<file path="config.mk">
export PLATFORM = sky130hd
export DESIGN_NAME = neuron_act_stage
export DESIGN_NICKNAME = d
export VERILOG_FILES = /design/src/rtl/nn_pkg.sv /design/src/rtl/act_requant.sv /design/src/rtl/neuron_act_stage.sv
export SDC_FILE = /design/constraint.sdc
export NUM_CORES = 1
export LEC_CHECK = 0
export ABC_AREA = 1
export CAP_MARGIN = 40
export CELL_PAD_IN_SITES_DETAIL_PLACEMENT = 2
export CELL_PAD_IN_SITES_GLOBAL_PLACEMENT = 2
export CORE_MARGIN = 2
export CORE_UTILIZATION = 36
export CTS_CLUSTER_SIZE = 20
export DETAILED_ROUTE_END_ITERATION = 12
export DONT_BUFFER_PORTS = 1
export GPL_TIMING_DRIVEN = 0
export PLACE_DENSITY_LB_ADDON = 0.12
export SYNTH_ARGS = -nofsm -noshare
export SYNTH_HDL_FRONTEND = slang
export SYNTH_HIERARCHICAL = 1
export SYNTH_SLANG_ARGS = --single-unit
</file>
<file path="constraint.sdc">
create_clock -name clk -period 1.5 [get_ports clk]
set_input_delay 0.15 -clock clk [delete_from_list [all_inputs] [get_ports clk]]
set_output_delay 0.15 -clock clk [all_outputs]
set_load 0.05 [all_outputs]
</file>
<file path="src/rtl/nn_pkg.sv">
// Shared types and constants for the neuron activation stage.
// Optional build macro: LEAKY_RELU_EN (selects leaky ReLU in act_requant).
package nn_pkg;

  localparam int SUM_W       = 12;
  localparam int ACT_W       = 8;
  localparam int ACT_MAX     = 127;
  localparam int ACT_MIN     = -128;
  localparam int LEAKY_SHIFT = 3;

  typedef logic signed [SUM_W-1:0] sum_t;
  typedef logic signed [ACT_W-1:0] act_t;

endpackage

</file>
<file path="src/rtl/act_requant.sv">
// Combinational requantisation datapath: rounding right shift, ReLU
// (or leaky ReLU when LEAKY_RELU_EN is defined) and int8 saturation.
module act_requant
  import nn_pkg::*;
#(
  parameter int IN_W  = SUM_W,
  parameter int SHIFT = 2
) (
  input  logic signed [IN_W-1:0] sum_i,
  output act_t                   act_o,
  output logic                   sat_o
);

  // One extra bit so that adding the rounding constant cannot overflow.
  localparam int RW = IN_W + 1;
  localparam logic signed [RW-1:0] RND   = (SHIFT > 0) ? RW'(1 << ((SHIFT > 0) ? SHIFT - 1 : 0)) : RW'(0);
  localparam logic signed [RW-1:0] MAX_R = RW'(ACT_MAX);

  logic signed [RW-1:0] ext_s;
  logic signed [RW-1:0] r_s;

  assign ext_s = $signed({sum_i[IN_W-1], sum_i}) + RND;
  assign r_s   = ext_s >>> SHIFT;

`ifdef LEAKY_RELU_EN
  localparam logic signed [RW-1:0] MIN_R = RW'(ACT_MIN);
  logic signed [RW-1:0] leak_s;
  assign leak_s = r_s >>> LEAKY_SHIFT;
`endif

  // Clamp the rounded value into the int8 activation range and flag clipping.
  always_comb begin
    act_o = act_t'(0);
    sat_o = 1'b0;
    if (r_s > MAX_R) begin
      act_o = act_t'(ACT_MAX);
      sat_o = 1'b1;
    end else if (r_s[RW-1]) begin
`ifdef LEAKY_RELU_EN
      if (leak_s < MIN_R) begin
        act_o = act_t'(ACT_MIN);
        sat_o = 1'b1;
      end else begin
        act_o = leak_s[ACT_W-1:0];
        sat_o = 1'b0;
      end
`else
      act_o = act_t'(0);
      sat_o = 1'b0;
`endif
    end else begin
      act_o = r_s[ACT_W-1:0];
      sat_o = 1'b0;
    end
  end

endmodule

</file>
<file path="src/rtl/neuron_act_stage.sv">
// Two-stage valid/ready activation pipeline with neuron index tracking,
// layer-done pulse and saturation event counter.
// Optional build macro: LEAKY_RELU_EN (leaky ReLU instead of plain ReLU).
module neuron_act_stage
  import nn_pkg::*;
#(
  parameter int IN_W        = SUM_W,
  parameter int OUT_W       = ACT_W,
  parameter int SHIFT       = 2,
  parameter int NUM_NEURONS = 8,
  parameter int CNT_W       = 8
) (
  input  logic                                 clk,
  input  logic                                 rst_n,
  input  logic                                 in_valid,
  output logic                                 in_ready,
  input  logic signed [IN_W-1:0]               in_sum,
  output logic                                 out_valid,
  input  logic                                 out_ready,
  output logic signed [OUT_W-1:0]              out_act,
  output logic [$clog2(NUM_NEURONS)-1:0]       out_idx,
  output logic                                 layer_done,
  output logic [CNT_W-1:0]                     sat_count,
  input  logic                                 clr_stats
);

  localparam int IDX_W = $clog2(NUM_NEURONS);
  localparam logic [IDX_W-1:0] IDX_LAST = IDX_W'(NUM_NEURONS - 1);
  localparam logic [CNT_W-1:0] CNT_MAX  = {CNT_W{1'b1}};

  act_t             req_act_s;
  logic             req_sat_s;
  logic             s1_moves_s, in_ready_s, in_hs_s, out_hs_s;
  logic [IDX_W-1:0] idx_next_s;

  logic             s1_valid_q, s1_valid_d;
  act_t             s1_act_q, s1_act_d;
  logic             s1_sat_q, s1_sat_d;
  logic             out_valid_q, out_valid_d;
  act_t             out_act_q, out_act_d;
  logic             out_sat_q, out_sat_d;
  logic [IDX_W-1:0] out_idx_q, out_idx_d;
  logic [IDX_W-1:0] idx_q, idx_d;
  logic             layer_done_q, layer_done_d;
  logic [CNT_W-1:0] sat_count_q, sat_count_d;

  act_requant #(.IN_W(IN_W), .SHIFT(SHIFT)) u_requant (
    .sum_i (in_sum),
    .act_o (req_act_s),
    .sat_o (req_sat_s)
  );

  assign s1_moves_s = s1_valid_q && (!out_valid_q || out_ready);
  assign in_ready_s = !s1_valid_q || s1_moves_s;
  assign in_hs_s    = in_valid && in_ready_s;
  assign out_hs_s   = out_valid_q && out_ready;
  // idx_q is the index of the oldest not-yet-delivered output position.
  assign idx_next_s = (idx_q == IDX_LAST) ? IDX_W'(0) : idx_q + IDX_W'(1);

  // Next-state logic for both pipeline stages, index and statistics.
  always_comb begin
    s1_valid_d   = s1_valid_q;
    s1_act_d     = s1_act_q;
    s1_sat_d     = s1_sat_q;
    out_valid_d  = out_valid_q;
    out_act_d    = out_act_q;
    out_sat_d    = out_sat_q;
    out_idx_d    = out_idx_q;
    idx_d        = out_hs_s ? idx_next_s : idx_q;
    layer_done_d = out_hs_s && (idx_q == IDX_LAST);
    sat_count_d  = sat_count_q;

    if (in_hs_s) begin
      s1_valid_d = 1'b1;
      s1_act_d   = req_act_s;
      s1_sat_d   = req_sat_s;
    end else if (s1_moves_s) begin
      s1_valid_d = 1'b0;
    end else begin
      s1_valid_d = s1_valid_q;
    end

    // A sample entering S2 while the previous one leaves takes the next index.
    if (s1_moves_s) begin
      out_valid_d = 1'b1;
      out_act_d   = s1_act_q;
      out_sat_d   = s1_sat_q;
      out_idx_d   = out_hs_s ? idx_next_s : idx_q;
    end else if (out_hs_s) begin
      out_valid_d = 1'b0;
    end else begin
      out_valid_d = out_valid_q;
    end

    if (clr_stats) begin
      sat_count_d = CNT_W'(0);
    end else if (out_hs_s && out_sat_q && (sat_count_q != CNT_MAX)) begin
      sat_count_d = sat_count_q + CNT_W'(1);
    end else begin
      sat_count_d = sat_count_q;
    end
  end

  // State registers; reset discards in-flight samples and rewinds the index.
  always_ff @(posedge clk or negedge rst_n) begin
    if (!rst_n) begin
      s1_valid_q   <= 1'b0;
      s1_act_q     <= act_t'(0);
      s1_sat_q     <= 1'b0;
      out_valid_q  <= 1'b0;
      out_act_q    <= act_t'(0);
      out_sat_q    <= 1'b0;
      out_idx_q    <= IDX_W'(0);
      idx_q        <= IDX_W'(0);
      layer_done_q <= 1'b0;
      sat_count_q  <= CNT_W'(0);
    end else begin
      s1_valid_q   <= s1_valid_d;
      s1_act_q     <= s1_act_d;
      s1_sat_q     <= s1_sat_d;
      out_valid_q  <= out_valid_d;
      out_act_q    <= out_act_d;
      out_sat_q    <= out_sat_d;
      out_idx_q    <= out_idx_d;
      idx_q        <= idx_d;
      layer_done_q <= layer_done_d;
      sat_count_q  <= sat_count_d;
    end
  end

  assign in_ready   = in_ready_s;
  assign out_valid  = out_valid_q;
  assign out_act    = out_act_q;
  assign out_idx    = out_idx_q;
  assign layer_done = layer_done_q;
  assign sat_count  = sat_count_q;

endmodule
</file>
Word-level counts from Yosys, hierarchy flattened:

Index checks and enable logic that the tools add are counted.

* register bits: 35
* input port bits: 17
* output and inout bits: 22
* logic and storage cells: 40

* $add $sub $neg: 3
* order comparisons: 1
* equality and inequality tests: 2
* muxes and demuxes: 11
* reduce and logical (&&, ||, !) cells: 13

Operator list (count)
* $mux W8: 4
* $add A12 B3 Y13 const B: 1
* $gt A11 B8 Y1 const B: 1
* $add A8 B1 Y8 const B: 1
* $ne A8 B8 Y1 const B: 1
* $logic_and A1 B1 Y1: 6
* $mux W3: 2
* $reduce_bool A2 Y1: 3
* $mux W1: 5
* $add A3 B1 Y3 const B: 1
* $eq A3 B3 Y1 const B: 1
* $logic_not A1 Y1: 2
* $logic_or A1 B1 Y1: 2

Logic depth before layout (Yosys ltp):

* depth after elaboration: 6
* gate-level depth with buffers: 10
* mapped depth without buffers: 10

Cells and area by module:

The synthesis kept the hierarchy.

By module, submodules not included
* neuron_act_stage: times used 1, cells each 177, area an instance 1545.2 sq um
* act_requant: times used 1, cells each 70, area an instance 402.9 sq um

Least setup slack after synthesis:

No wires, ideal clock.

* path type: register to register
* from: register out_valid_q, in the netlist out_valid
* to: register s1_act_q[0]
* arrival: 1.616 ns
* data required time: 1.379 ns
* setup slack: -0.238 ns
* cell stages (with the launch flop): 5
* buffers on the path: 1
* period minus slack after synthesis: 1.738 ns
* cell sequence: dfrtp_1 -> nand3_2 -> nand2_1 -> buf_4 -> a21oi_1

* longest elaborated chain between the ends: 5

RTL lines
* start: declaration: line neuron_act_stage.sv:39 `logic out_valid_q, out_valid_d;`
* start signal: assignment: line neuron_act_stage.sv:121 `out_valid_q <= out_valid_d;`
* $logic_not A1 Y1: line neuron_act_stage.sv:53 `assign s1_moves_s = s1_valid_q && (!out_valid_q || out_ready);`
* $logic_or A1 B1 Y1: line neuron_act_stage.sv:53
* $logic_and A1 B1 Y1: line neuron_act_stage.sv:53
* $logic_or A1 B1 Y1: line neuron_act_stage.sv:54 `assign in_ready_s = !s1_valid_q || s1_moves_s;`
* via in_ready: line neuron_act_stage.sv:16 `output logic in_ready,`
* $logic_and A1 B1 Y1: line neuron_act_stage.sv:55 `assign in_hs_s = in_valid && in_ready_s;`
* end signal: assignment: line neuron_act_stage.sv:108 `s1_act_q <= act_t'(0);`
* end signal: assignment: line neuron_act_stage.sv:119 `s1_act_q <= s1_act_d;`
* end: declaration: line neuron_act_stage.sv:37 `act_t s1_act_q, s1_act_d;`

The timed path passes the listed nets, and every way through them passes these cells.
A chain may end at the register's enable or synchronous reset.

Worst setup path in the final report:

* from: register sat_count_q[0], in the netlist sat_count[0]
* to: register sat_count_q[2], in the netlist sat_count[2]

* longest elaborated chain between the ends: 3

RTL lines
* start: declaration: line neuron_act_stage.sv:45 `logic [CNT_W-1:0] sat_count_q, sat_count_d;`
* start signal: assignment: line neuron_act_stage.sv:127 `sat_count_q <= sat_count_d;`
* $add A8 B1 Y8 / $ne A8 B8 Y1 (equally long branches): line neuron_act_stage.sv:98, neuron_act_stage.sv:97
* $mux W8 / $logic_and A1 B1 Y1 (equally long branches): line neuron_act_stage.sv:97 `end else if (out_hs_s && out_sat_q && (sat_count_q != CNT_MAX)) begin`
* $mux W8 / $reduce_bool A2 Y1 (equally long branches)

Several ways; a longest one is shown, not always the timed one. The select of a mux whose other input is x is not followed.

==> run_results.csv <==
group,metric,value,unit
outcome,status,"finished, violations left",
outcome,failed_checks,"setup timing",
final_layout,final_nets,280,
final_layout,area_growth,16.1,%
floorplanning,start_util,37.7,%
pwr,leakage,1.10,nW
critical_path,crit_type,"register to register",
cts,cts_tree,"done",
critical_path,crit_arrival,1.74,ns
placement,dpl_cell_area,0.00205,mm²
global_route,grt_start_max_net_pins,36,
timing,grt_setup_unrepaired,"true",
route,dr_wl_met2,2530,µm
timing,finalMaxSlewViolations,0,
synth,yosysTopAreaCell,"dfrtp_1",
timing,timing.final.setup_violations,4,
pwr,p_seq_share,58.1,%
timing,max-slew-margin-rel,65.9,%
pwr,peakVddDrop,0.000533,V
final_layout,drive_above_1_share,22.7,%
critical_path,setup.worst_path.start_class,"register",
final_layout,fill_cells,591,
pwr,power-per-cell-area,1340,mW/mm²
placement,portBuffers,0,
cts,numCtsBuffers,5,
final_layout,diodes,0,
route,met1_length,2170,µm
cts,cts_buffer_depth,2,
floorplanning,rows,26,
global_route,grt_overflow,0,
placement,hpwlAfterDp,3790,µm
synth,synthTopCellsByArea,"dfrtp_1, nand2_1, nand3_1, inv_1, nor2_1",
final_layout,final_cell_mix,"nand2_1, dfrtp_1, inv_1",
pwr,power.switching,1.29,mW
cts,cts-root-buf,"clkbuf_8",
synth,ys_ff_latch,35,
route,wl,4950,µm
route,avgViaCountPerCell,5.02,
synth,synthesis.nets,268,
route,drt_iter0_markers,35,
pwr,clockPowerShare,23.3,%
cts,path_clk_slew,0.07,ns
placement,gp_congestion,0.754,
critical_path,cp_slowest_cell,"dfrtp_2",
critical_path,required,1.72,ns
floorplanning,die_y,77.6,µm
synth,yosys_warnings,6,
global_route,antenna_found_initial,0,
synth,synthDominantCellAreaShare,45.0,%
synth,synth.avg_cell_area,7.89,µm²
pwr,intPower,1.73,mW
route,via_count,1655,
final_layout,final_util,43.7,%
critical_path,crit_path_max_incr_delay,0.57,ns
route,wire_per_inst,15.0,µm
floorplanning,die_area,0.00602,mm²
pwr,swShare,42.6,%
synth,ys_types,27,
timing,skew,0.00335,ns
route,dr.pass1.iters,4,
floorplanning,num_io_pins,39,
critical_path,crit_chain,"ha_4 > nand2_4 > nor2_4 > nand2_4 > nand2_4 > nand2_4 > inv_4 > nand2_1 > nand2_1",
final_layout,final_area,0.00226,mm²
timing,tightest_slew,0.511,ns
timing,fmax,0.659,GHz
min_path,hold_path.class,"input pin to register",
global_route,grt_pass1_wl,8430,µm
timing,fin_crit_sh,101,%
cts,insertion_delay,0.28,ns
critical_path,end_kind,"register",
timing,hold_viol_final,0,
flow_run,drv_cap,0,
global_route,grt_use_total,17.9,%
critical_path,cp_max_fo,5,
critical_path,path_common_cell,"nand2_4",
final_layout,final_common_cell,"nand2_1",
synth,synthCells,247,
cts,htreeDepth,2,
route,highest_layer,"met4",
timing,min_period,1.52,ns
synth,ys_seq_area_share,45.0,%
floorplanning,die_w,77.6,µm
route,ant_nets,0,
route,route.met3.wl,189,µm
cts,clock-sinks,35,
timing,layout_setup_ws,-0.0185,ns
synth,syn-cell-area,0.00195,mm²
global_route,grt_pass1_vias,1798,
route,drc,0,
floorplanning,core_area,0.00517,mm²
pwr,p_comb_share,18.6,%
[power groups by stage]
stage                     logic, mW  registers (mW)  clock network, mW
after floorplan               0.408            1.72                  0
after global placement        0.490            1.75                  0
after detailed placement      0.530            1.77                  0
after CTS                     0.569            1.75              0.741
after global routing          0.655            1.79              0.783
final                         0.561            1.76              0.706
[logic make-up (layout without fill, tap and decap cells)]
group | after synthesis | in the layout | share of synthesized area [%]
other | 1 | 1 | 0.192
and+or+nand+nor | 155 | 155 | 38.9
xor gates and xnor gates | 4 | 4 | 1.80
adders and majority gates | 4 | 4 | 2.57
DFF | 35 | 35 | 45.0
buffers and inverters | 29 | 42 | 6.04
AOI/OAI and AO/OA | 19 | 19 | 5.52
[synth_stat cells]
library cell and instances:
inv_2 4, nor2_2 4, a31oi_1 3, nand2_2 7, buf_2 1, nor2_4 4, o21ai_0 1, nand2_4 4
ha_1 4, inv_1 21, o21a_1 1, o21bai_1 1, a21oi_1 5, clkinv_1 1, nor2_1 19, conb_1 1
nand4_1 9, nand3_1 16, buf_4 2, nand3b_1 2, o21ai_1 7, nand3_2 6, nor3_1 1, a21oi_2 1
xor2_1 4, nand2_1 83, dfrtp_1 35
[layout make-up]
cell class	count	area [µm²]	share of cell area, %
Inverter	26	100	4.43
Buffer	3	22.5	0.996
Clock inverter	1	5.00	0.221
Tap cell	70	87.6	3.87
Timing Repair Buffer	5	52.6	2.32
Multi-Input combinational cell	183	1010	44.9
Sequential cell	35	892	39.5
Clock buffer	7	86.3	3.82
[repair_timing]
item | CTS | global route
pin swaps | 3 | 5
endpoints found under the hold margin | 35 | 0
endpoints found under the setup margin | 21 | 28
hold buffers | 2 | 0
resized for setup | 12 | 10
buffers inserted | 0 | 3
[metal layers]
metal | track usage, % | vias to the layer above
li1 | - | 809
met1 | 21.4 | 807
met2 | 31.2 | 35
met3 | 4.19 | 4
met4 | 6.43 | 0
met5 | 0 | -
[final timing paths]
check | start | to | slack [ns] | cells after the start
hold / removal | out_ready | layer_done | 0.01 | 2
setup / recovery | sat_count[0] | sat_count[2] | -0.02 | 9
max in group asynchronous | rst_n | sat_count[1] | 0.97 | 2
setup reg to reg | sat_count[0] | sat_count[2] | -0.02 | 9
min in group asynchronous | rst_n | s1_act_q[6] | 0.32 | 2
hold reg to reg | s1_act_q[3] | out_act[3] | 0.49 | 2
[registers in the layout, indices dropped and copies added, names as in the netlist]
register	flops
out_sat_q	1
sat_count	8
s1_sat_q	1
layer_done	1
out_valid	1
out_idx	3
out_act	8
idx_q	3
s1_valid_q	1
s1_act_q	8
[per-stage QoR]
step                setup TNS [ns]  std cells  setup WS [ns]  hold slack [ns]  total power, mW
finish                     -0.0557        330        -0.0185           0.0147             3.02
global route                -0.547        330         -0.102          0.00958             3.23
CTS                        -0.0376        327        -0.0288           0.0106             3.06
detailed placement           -1.11        317         -0.118           -0.145             2.30
global placement            -0.517        317        -0.0920           -0.145             2.24
floorplan                        0        247         0.0408           -0.146             2.13
[critical path, delay by kind of cell (launching register included)]
family,cells,cell delay (ns)
fa+ha+maj,1,0.21
buf+inv,1,0.08
simple gates,7,0.59
flops,1,0.57
(Power assumes the default switching activity.)
